$ cat config.mk
export PLATFORM = sky130hd
export DESIGN_NAME = hanoi_top_finder
export DESIGN_NICKNAME = d
export VERILOG_FILES = /design/src/rtl/hanoi_pkg.sv /design/src/rtl/hanoi_top_finder.sv
export SDC_FILE = /design/constraint.sdc
export NUM_CORES = 1
export LEC_CHECK = 0
export BUFFER_PORTS_ARGS = -buffer_cell sky130_fd_sc_hd__buf_2
export CORE_AREA = 3 3 40 42
export DETAILED_ROUTE_END_ITERATION = 10
export DIE_AREA = 0 0 43 45
export PLACE_DENSITY = 0.4
export REMOVE_ABC_BUFFERS = 1
export SLEW_MARGIN = 0
export SYNTH_ARGS = -nofsm -noshare
export SYNTH_HDL_FRONTEND = slang
export SYNTH_SLANG_ARGS = --single-unit
$ cat constraint.sdc
create_clock -name vclk -period 0.93
set_input_delay 0.093 -clock vclk [all_inputs]
set_output_delay 0.093 -clock vclk [all_outputs]
set_load 0.05 [all_outputs]
$ cat src/rtl/hanoi_pkg.sv
// Shared definitions for the Towers of Hanoi move checker.
// Peg codes, error codes and FSM states used by the checker and its top-disk finder.
// Disk indices are IDX_W bits wide, enough for up to 8 disks.
package hanoi_pkg;

  localparam logic [1:0] PEG_NONE = 2'd0;
  localparam logic [1:0] PEG_A    = 2'd1;
  localparam logic [1:0] PEG_B    = 2'd2;
  localparam logic [1:0] PEG_C    = 2'd3;

  localparam int IDX_W = 3;

  typedef enum logic [1:0] {
    ERR_NONE  = 2'd0,
    ERR_PEG   = 2'd1,
    ERR_EMPTY = 2'd2,
    ERR_SIZE  = 2'd3
  } err_e;

  typedef enum logic [1:0] {
    ST_ACTIVE = 2'd0,
    ST_SOLVED = 2'd1,
    ST_ERROR  = 2'd2
  } state_e;

endpackage

$ cat src/rtl/hanoi_top_finder.sv
// Finds the top (smallest, lowest-index) disk sitting on one peg.
// Purely combinational from disk_loc; zero latency.
// No flow control: result is valid whenever disk_loc and peg are.
module hanoi_top_finder
  import hanoi_pkg::*;
#(
  parameter int N_DISKS = 5
) (
  input  logic [2*N_DISKS-1:0] disk_loc,
  input  logic [1:0]           peg,
  output logic [IDX_W-1:0]     top,
  output logic                 empty
);

  // Scan from the largest disk down so the smallest disk on the peg is the last writer.
  always_comb begin
    top   = '0;
    empty = 1'b1;
    for (int i = N_DISKS - 1; i >= 0; i--) begin
      if (disk_loc[2*i +: 2] == peg) begin
        top   = IDX_W'(i);
        empty = 1'b0;
      end
    end
  end

endmodule

== Word level (Yosys, flattened, before mapping) ==
Cells that the tools add are included.
Storage, ports and cells
  flip-flop bits (word level): 0
  input port bits: 12
  logic and storage cells: 15
Operators by class
  equal/unequal tests: 5
  muxes and demuxes: 10
Operators with widths (number)
  $mux 3: 5
  $eq 2x2->1: 5
  $mux 1: 5

== Logic depth before layout (Yosys ltp) ==
Gate-level depths: netlist (run 1).
  depth after elaboration: 6
  depth in mapped cells: 4

== Worst setup path before layout (run 1) ==
Ideal clock, no wire load.
  path kind: input to output
  start point: in peg[0]
  end point: out empty
  arrival time: 1.654 ns
  required time: 0.837 ns
  path slack: -0.817 ns
  stages: 4
  buffers on the path: 1
  cell sequence: buf_4 -> xor2_1 -> o22ai_2 -> nor3_1
On the way
  cells in the longest elaborated chain, start to end: 6
RTL lines
  from (decl): line hanoi_top_finder.sv:10  | input logic [1:0] peg,
  $eq 2x2->1: line hanoi_top_finder.sv:20  | if (disk_loc[2*i +: 2] == peg) begin
  $mux 1 (4 in series): line hanoi_top_finder.sv:20
  $mux 1 (*): line hanoi_top_finder.sv:20
  to (decl): line hanoi_top_finder.sv:12  | output logic empty
Mark *: on every way between the ends. The rest lies on a longest branch, timed or not.

== Final worst setup path (run 1) ==
  start point: in peg[1]
  end point: out top[2]
On the way
  cells in the longest elaborated chain, start to end: 6
RTL lines
  $eq 2x2->1: line hanoi_top_finder.sv:20
  $mux 3 (4 in series): line hanoi_top_finder.sv:20
  $mux 3 (*): line hanoi_top_finder.sv:20
  to (decl): line hanoi_top_finder.sv:11  | output logic [IDX_W-1:0] top,
Marked as above.

==> flow_summary_export.csv, run 1 <==
group,metric,value,unit
status,status,"complete, but fails checks",
status,violations,"setup timing",
sta,worst_pin_slew,0.208,ns
detailed_routing,vias_per_cell,3.93,
setup_path,cp.arrival,1.03,ns
detailed_routing,firstDrtPassIters,4,
setup_path,critPathKind,"primary input to primary output",
power_and_ir_drop,power.leakage,0.000211,uW
grt,grt_max_degree,6,
logic_synthesis,syn_avg_cell_area,8.42,sq um
setup_path,crit_fanout,5,
cells_and_area,nets,54,
grt,first_global_vias,226,
sta,period_needed,1.12,ns
detailed_routing,vias,216,
detailed_routing,postRouteWirelength,636,um
sta,fin_ws,-0.189,ns
setup_path,crit_slowest_cell,"nor4_2",
hold_path,hold_path_depth,5,
sta,finalCritPeriodShare,120,%
sta,rsz0062_at_grt,"yes",
sta,finalHoldViolCount,0,
sta,slew_violations,0,
cells_and_area,final-seq-area,0,sq um
hold_path,hp-start,"disk_loc[8]",
setup_path,critPathTopFamily,"buffers and inverters",
die,core_area,1280,sq um
job,drv_cap,0,
setup_path,slowest_delay,0.28,ns
grt,antenna_found_initial,0,
die,die_h,45,um
setup_path,cp.depth,5,
setup_path,crit_buf_inv,2,
sta,max_freq,0.894,GHz
logic_synthesis,synthesis.area,185,sq um
die,num_rows,13,
clock_network,post-cts-setup-buffer-count,0,
logic_synthesis,ys_seq_area_share,0,%
grt,grt_first_pass_wirelength,972,um
sta,setup_violations,4,
sta,whs,0.680,ns
die,die-area,1940,sq um
grt,grt_overflow,0,
die,start_util,14.4,%
setup_path,critPathLaunchType,"primary input",
cells_and_area,nClkBuffers,0,
cells_and_area,seq_cells,0,
setup_path,setup.worst_path.end_class,"primary output",
power_and_ir_drop,power.density,774,nW/um^2
setup_path,timing.critical_path.cells,"buf_12, xor2_4, o22ai_2, nor4_2, buf_4",
grt,grt.total_usage,6.33,%
cells_and_area,layout-drive-gt1-share,82.5,%
cells_and_area,area_growth,191,%
placement,portBuffers,16,
die,fp.dieW,43,um
detailed_routing,drcViolationCount,0,
setup_path,setup.worst_path.start,"peg[1]",
cells_and_area,final_util,41.9,%
logic_synthesis,yosysUniqueCellTypes,12,
logic_synthesis,synthesis.instances,22,
placement,place_congestion,0.631,
cells_and_area,diodes,0,
clock_network,cts-hold-fix-buffers,0,
hold_path,hp-class,"primary input to primary output",
logic_synthesis,yosys_warnings,0,
die,io_pins,16,
power_and_ir_drop,ir_drop,0.000318,V
sta,maxSlewHeadroom,86.0,%
detailed_routing,ant_nets,0,
detailed_routing,drtIter0Drc,2,
detailed_routing,wire_per_inst,11.6,um
setup_path,required,0.84,ns
==> cell usage after synthesis <==
cell | count | area share [%]
and2b_1 | 1 | 4.1
buf_4 | 1 | 4.1
xor2_1 | 8 | 38
nor2_1 | 2 | 4.1
nor3_1 | 1 | 2.7
a211oi_1 | 1 | 4.1
o2bb2ai_1 | 1 | 4.7
buf_6 | 1 | 6.1
nor4_2 | 1 | 6.8
o22ai_2 | 1 | 6.8
o22a_1 | 1 | 4.7
xnor2_1 | 3 | 14
==> where the power goes <==
group	switching, uW	total (uW)	internal (uW)
sequential	0	0	0
combinational	217	416	199
clock	0	0	0
==> final timing paths <==
| kind | to | slack (ns) |
|---|---|---|
| min | empty | 0.68 |
| max | top[2] | -0.19 |
==> cells by family (layout without fill, tap and decap cells) <==
group | Yosys count | in the layout | synth area share [%]
simple gates | 5 | 5 | 17.6
buf+inv | 2 | 20 | 10.1
compound gates | 4 | 4 | 20.3
xor+xnor | 11 | 11 | 52.0
==> per-layer routing <==
layer,up-vias,wire (um),part of all wire (%),GRT usage [%]
met5,-,0,0,0
met4,0,0,0,0
met3,0,59,9.3,1.20
met2,13,324,51,10.8
met1,95,252,40,8.92
li1,108,-,-,-
==> layout by cell type (no fill, tap or decap), types with 2 or more instances in the layout <==
cell	count
xor2_4	5
buf_6	6
buf_2	4
xnor2_4	2
nor2_1	2
buf_4	8
xor2_2	2
==> through the flow <==
| step | setup TNS, ns | setup slack, ns | area (sq um) | total power (uW) | cells |
|---|---|---|---|---|---|
| 5_1_grt | -0.741 | -0.267 | 538 | 438 | 55 |
| 3_3_place_gp | -1.11 | -0.345 | 295 | 273 | 55 |
| 3_5_place_dp | -1.06 | -0.335 | 295 | 272 | 55 |
| 4_1_cts | -0.479 | -0.152 | 428 | 356 | 55 |
| 2_1_floorplan | -1.34 | -0.674 | 166 | 179 | 20 |
| 6_report | -0.528 | -0.189 | 538 | 416 | 55 |
==> tightest hold or removal path, stage by stage <==
cell and delay (ns):
buf_2 0.08, xor2_1 0.08, nor2_1 0.10, nor3_1 0.05, buf_4 0.18
==> what timing repair did <==
action,CTS,global route
gates resized for setup,26,16
setup endpoints to repair,4,4
endpoints found under the hold margin,0,0
pin swaps,11,9
==> area by class of cell <==
| type | count | area (sq um) |
|---|---|---|
| multi-input combinational | 20 | 324 |
| timing repair buffer | 20 | 195 |
| fill | 138 | 747 |
| tap | 15 | 18.8 |
Note: power is estimated with default switching activity, not from simulation.
==> run 2: changes to the inputs <==
--- a/config.mk
+++ b/config.mk
@@ -10,6 +10,7 @@
 export DETAILED_ROUTE_END_ITERATION = 10
 export DIE_AREA = 0 0 43 45
 export PLACE_DENSITY = 0.4
+export RECOVER_POWER = 25
 export REMOVE_ABC_BUFFERS = 1
 export SLEW_MARGIN = 0
 export SYNTH_ARGS = -nofsm -noshare
==> constraint.sdc (replaced) <==
create_clock -name vclk -period 1.41
set_input_delay 0.141 -clock vclk [all_inputs]
set_output_delay 0.141 -clock vclk [all_outputs]
set_load 0.05 [all_outputs]
==> flow_summary_export.csv, run 2 (synthesis results as in run 1) <==
group,metric,value,unit
status,status,"finished clean",
grt,grt_max_degree,6,
setup_path,critPathKind,"primary input to primary output",
setup_path,cp.arrival,1.20,ns
power_and_ir_drop,seqPwrFrac,0,%
grt,antenna_found_initial,0,
cells_and_area,nets,50,
cells_and_area,final-seq-area,0,sq um
power_and_ir_drop,sw_frac_of_total,65.9,%
hold_path,hp-class,"primary input to primary output",
die,fp.dieW,43,um
detailed_routing,postRouteWirelength,485,um
sta,setup_violations,0,
detailed_routing,ant_nets,0,
placement,place_congestion,0.595,
grt,grt_first_pass_wirelength,745,um
power_and_ir_drop,power.density,611,nW/um^2
cells_and_area,seq_cells,0,
sta,fin_setup_tns,0,ns
setup_path,critPathLaunchType,"primary input",
cells_and_area,diodes,0,
detailed_routing,vias,194,
detailed_routing,wire_per_inst,9.51,um
sta,fin_ws,0.0720,ns
sta,period_needed,1.34,ns
die,die_h,45,um
grt,grt.total_usage,4.81,%
setup_path,required,1.27,ns
clock_network,cts-hold-fix-buffers,0,
power_and_ir_drop,ir_drop,0.000254,V
placement,portBuffers,16,
clock_network,cts_resized,0,
grt,first_global_vias,188,
sta,maxSlewHeadroom,79.7,%
power_and_ir_drop,combPwrFrac,100.0,%
cells_and_area,final_cell_mix,"buf_2, xor2_1, xnor2_1",
die,start_util,14.4,%
cells_and_area,stdcell_count,51,
sta,finalCritPeriodShare,94.9,%
sta,worst_pin_slew,0.304,ns
cells_and_area,area_growth,48.6,%
detailed_routing,drcViolationCount,0,
sta,slew_violations,0,
sta,max_freq,0.747,GHz
grt,grt_overflow,0,
power_and_ir_drop,p_switching,111,uW
die,core_area,1280,sq um
job,drv_cap,0,
die,io_pins,16,
die,num_rows,13,
detailed_routing,vias_per_cell,3.80,
die,die-area,1940,sq um
placement,dpl.cell_count,51,
cells_and_area,layout-drive-gt1-share,52.8,%
placement,dp_worst_setup_slack,0.0155,ns
clock_network,post-cts-setup-buffer-count,0,
sta,rsz0062_at_grt,"no",
sta,finalHoldViolCount,0,
detailed_routing,firstDrtPassIters,1,
detailed_routing,drtIter0Drc,0,
power_and_ir_drop,power.internal,57.3,uW
setup_path,setup.worst_path.end_class,"primary output",
cells_and_area,nClkBuffers,0,
cells_and_area,final_common_cell,"buf_2",
setup_path,crit_fanout,5,
power_and_ir_drop,power.leakage,0.000131,uW
power_and_ir_drop,pwr-share-clk,0,%
run 2: worst paths after layout:
check	start	end	slack (ns)	cells past startpoint
hold / removal	disk_loc[8]	empty	0.79	5
setup / recovery	peg[1]	top[2]	0.07	5
run 2: power groups by stage:
stage	sequential, uW	clock, uW	combinational (uW)
finish	0	0	168
global route	0	0	179
CTS	0	0	167
detailed placement	0	0	167
global placement	0	0	166
floorplan	0	0	118
run 2: stage by stage:
stage	hold WS [ns]	util, %	total power [uW]	instance area [sq um]
detailed placement	0.786	20.6	167	265
CTS	0.790	20.6	167	265
global route	0.808	21.4	179	275
finish	0.791	21.4	168	275
floorplan	0.609	-	118	166
global placement	0.775	20.6	166	265
run 2: routing by layer:
| layer | track usage, % | vias up | share of wire (%) |
|---|---|---|---|
| li1 | - | 102 | - |
| met1 | 6.43 | 79 | 46 |
| met2 | 8.98 | 13 | 41 |
| met3 | 0.398 | 0 | 13 |
| met4 | 0 | 0 | 0 |
| met5 | 0 | - | 0 |
run 2: cell type report:
type               count  area (sq um)
multi-input cells     20           174
fillers              146          1010
well taps             15          18.8
repair buffers        16          82.6
run 2: critical path, stage by stage:
cell	delay, ns
buf_2	0.16
xor2_1	0.21
o2bb2ai_1	0.16
nor4_2	0.29
buf_4	0.24
==> run 3: changes to the inputs <==
--- a/config.mk
+++ b/config.mk
@@ -6,12 +6,14 @@
 export NUM_CORES = 1
 export LEC_CHECK = 0
 export BUFFER_PORTS_ARGS = -buffer_cell sky130_fd_sc_hd__buf_2
+export CAP_MARGIN = 20
 export CORE_AREA = 3 3 40 42
 export DETAILED_ROUTE_END_ITERATION = 10
 export DIE_AREA = 0 0 43 45
 export PLACE_DENSITY = 0.4
 export RECOVER_POWER = 25
 export REMOVE_ABC_BUFFERS = 1
+export SETUP_SLACK_MARGIN = 0.5
 export SLEW_MARGIN = 0
 export SYNTH_ARGS = -nofsm -noshare
 export SYNTH_HDL_FRONTEND = slang
==> flow_summary_export.csv, run 3 (synthesis results as in run 1) <==
group,metric,value,unit
detailed_routing,ant_nets,0,
detailed_routing,postRouteWirelength,633,um
power_and_ir_drop,combPwrFrac,100.0,%
power_and_ir_drop,power.internal,104,uW
die,die-area,1940,sq um
placement,portBuffers,16,
cells_and_area,nets,53,
cells_and_area,nClkBuffers,0,
sta,rsz0062_at_grt,"yes",
power_and_ir_drop,power.leakage,0.000182,uW
cells_and_area,final_common_cell,"buf_2",
setup_path,crit_buf_inv,2,
cells_and_area,area_growth,138,%
cells_and_area,final_cell_mix,"buf_2, buf_4, buf_6",
sta,slew_violations,0,
die,core_area,1280,sq um
setup_path,critPathKind,"primary input to primary output",
die,start_util,14.4,%
detailed_routing,wire_per_inst,11.7,um
setup_path,crit_slowest_cell,"clkbuf_2",
sta,worst_pin_slew,0.276,ns
clock_network,cts-hold-fix-buffers,0,
placement,dpl.cell_count,51,
setup_path,critPathLaunchType,"primary input",
sta,max_freq,0.823,GHz
cells_and_area,stdcell_count,54,
setup_path,crit_fanout,5,
grt,grt_max_degree,6,
status,status,"finished clean",
sta,finalCritPeriodShare,86.2,%
grt,first_global_vias,240,
power_and_ir_drop,pwr-share-clk,0,%
die,die_h,45,um
placement,place_congestion,0.595,
detailed_routing,firstDrtPassIters,1,
cells_and_area,fillCellCount,139,
cells_and_area,final_util,34.3,%
sta,period_needed,1.21,ns
job,drv_cap,0,
sta,whs,0.774,ns
power_and_ir_drop,ir_drop,0.000225,V
cells_and_area,seq_cells,0,
detailed_routing,drtIter0Drc,0,
hold_path,hp-class,"primary input to primary output",
detailed_routing,vias_per_cell,3.93,
sta,finalHoldViolCount,0,
grt,antenna_found_initial,0,
cells_and_area,layout-drive-gt1-share,76.9,%
power_and_ir_drop,power.density,538,nW/um^2
cells_and_area,final-seq-area,0,sq um
grt,grt_overflow,0,
grt,grt.total_usage,6.34,%
setup_path,setup.worst_path.end_class,"primary output",
detailed_routing,drcViolationCount,0,
detailed_routing,vias,212,
power_and_ir_drop,seqPwrFrac,0,%
sta,maxSlewHeadroom,81.7,%
die,num_rows,13,
sta,setup_violations,0,
power_and_ir_drop,p_total,237,uW
setup_path,required,1.27,ns
setup_path,timing.critical_path.cells,"buf_12, xor2_2, a211oi_2, o22a_1, clkbuf_2",
setup_path,slowest_delay,0.27,ns
die,fp.dieW,43,um
die,io_pins,16,
power_and_ir_drop,p_switching,133,uW
cells_and_area,diodes,0,
power_and_ir_drop,sw_frac_of_total,56.2,%
sta,fin_setup_tns,0,ns
grt,grt_first_pass_wirelength,972,um
setup_path,cp.arrival,1.07,ns
setup_path,critPathTopFamily,"buffers and inverters",
run 3: changes by cell type in the layout (fill, tap and decap cells not counted), moves of 2 or more:
| cell | delta |
|---|---|
| xor2_4 | +3 |
| xor2_1 | -5 |
| buf_6 | +4 |
| buf_2 | -7 |
| xor2_2 | +2 |
| buf_4 | +4 |
run 3: timing repair:
item	CTS	global route
endpoints found under the setup margin	4	4
pin swaps	7	2
setup buffers	3	0
gates resized for setup	24	4
gates cloned	0	0
run 3: final timing paths:
| check | startpoint | to | depth (start not counted) |
|---|---|---|---|
| worst max-delay path | peg[0] | top[0] | 5 |
| worst min-delay path | disk_loc[8] | empty | 5 |
run 3: final cells by class:
| cell class | count | area, sq um | share of cell area, % |
|---|---|---|---|
| Tap cell | 15 | 18.8 | 4.26 |
| Timing Repair Buffer | 19 | 158 | 35.8 |
| Multi-Input combinational cell | 20 | 264 | 59.9 |
run 3: power groups by stage:
stage	clock network (uW)	registers, uW	logic [uW]
2_1_floorplan	0	0	118
3_3_place_gp	0	0	166
3_5_place_dp	0	0	167
4_1_cts	0	0	229
5_1_grt	0	0	251
6_report	0	0	237
run 3: metal layers:
layer,global-route usage (%),vias to the layer above,wire length [um]
met5,0,-,0
met4,0,0,0
met3,0.398,0,59
met2,12.9,13,337
met1,7.75,96,235
li1,-,103,-
run 3: per-stage QoR:
step,setup slack [ns],instance area [sq um]
floorplan,-0.290,166
global placement,0.0282,265
detailed placement,0.0155,265
CTS,0.222,405
global route,0.138,440
finish,0.195,440
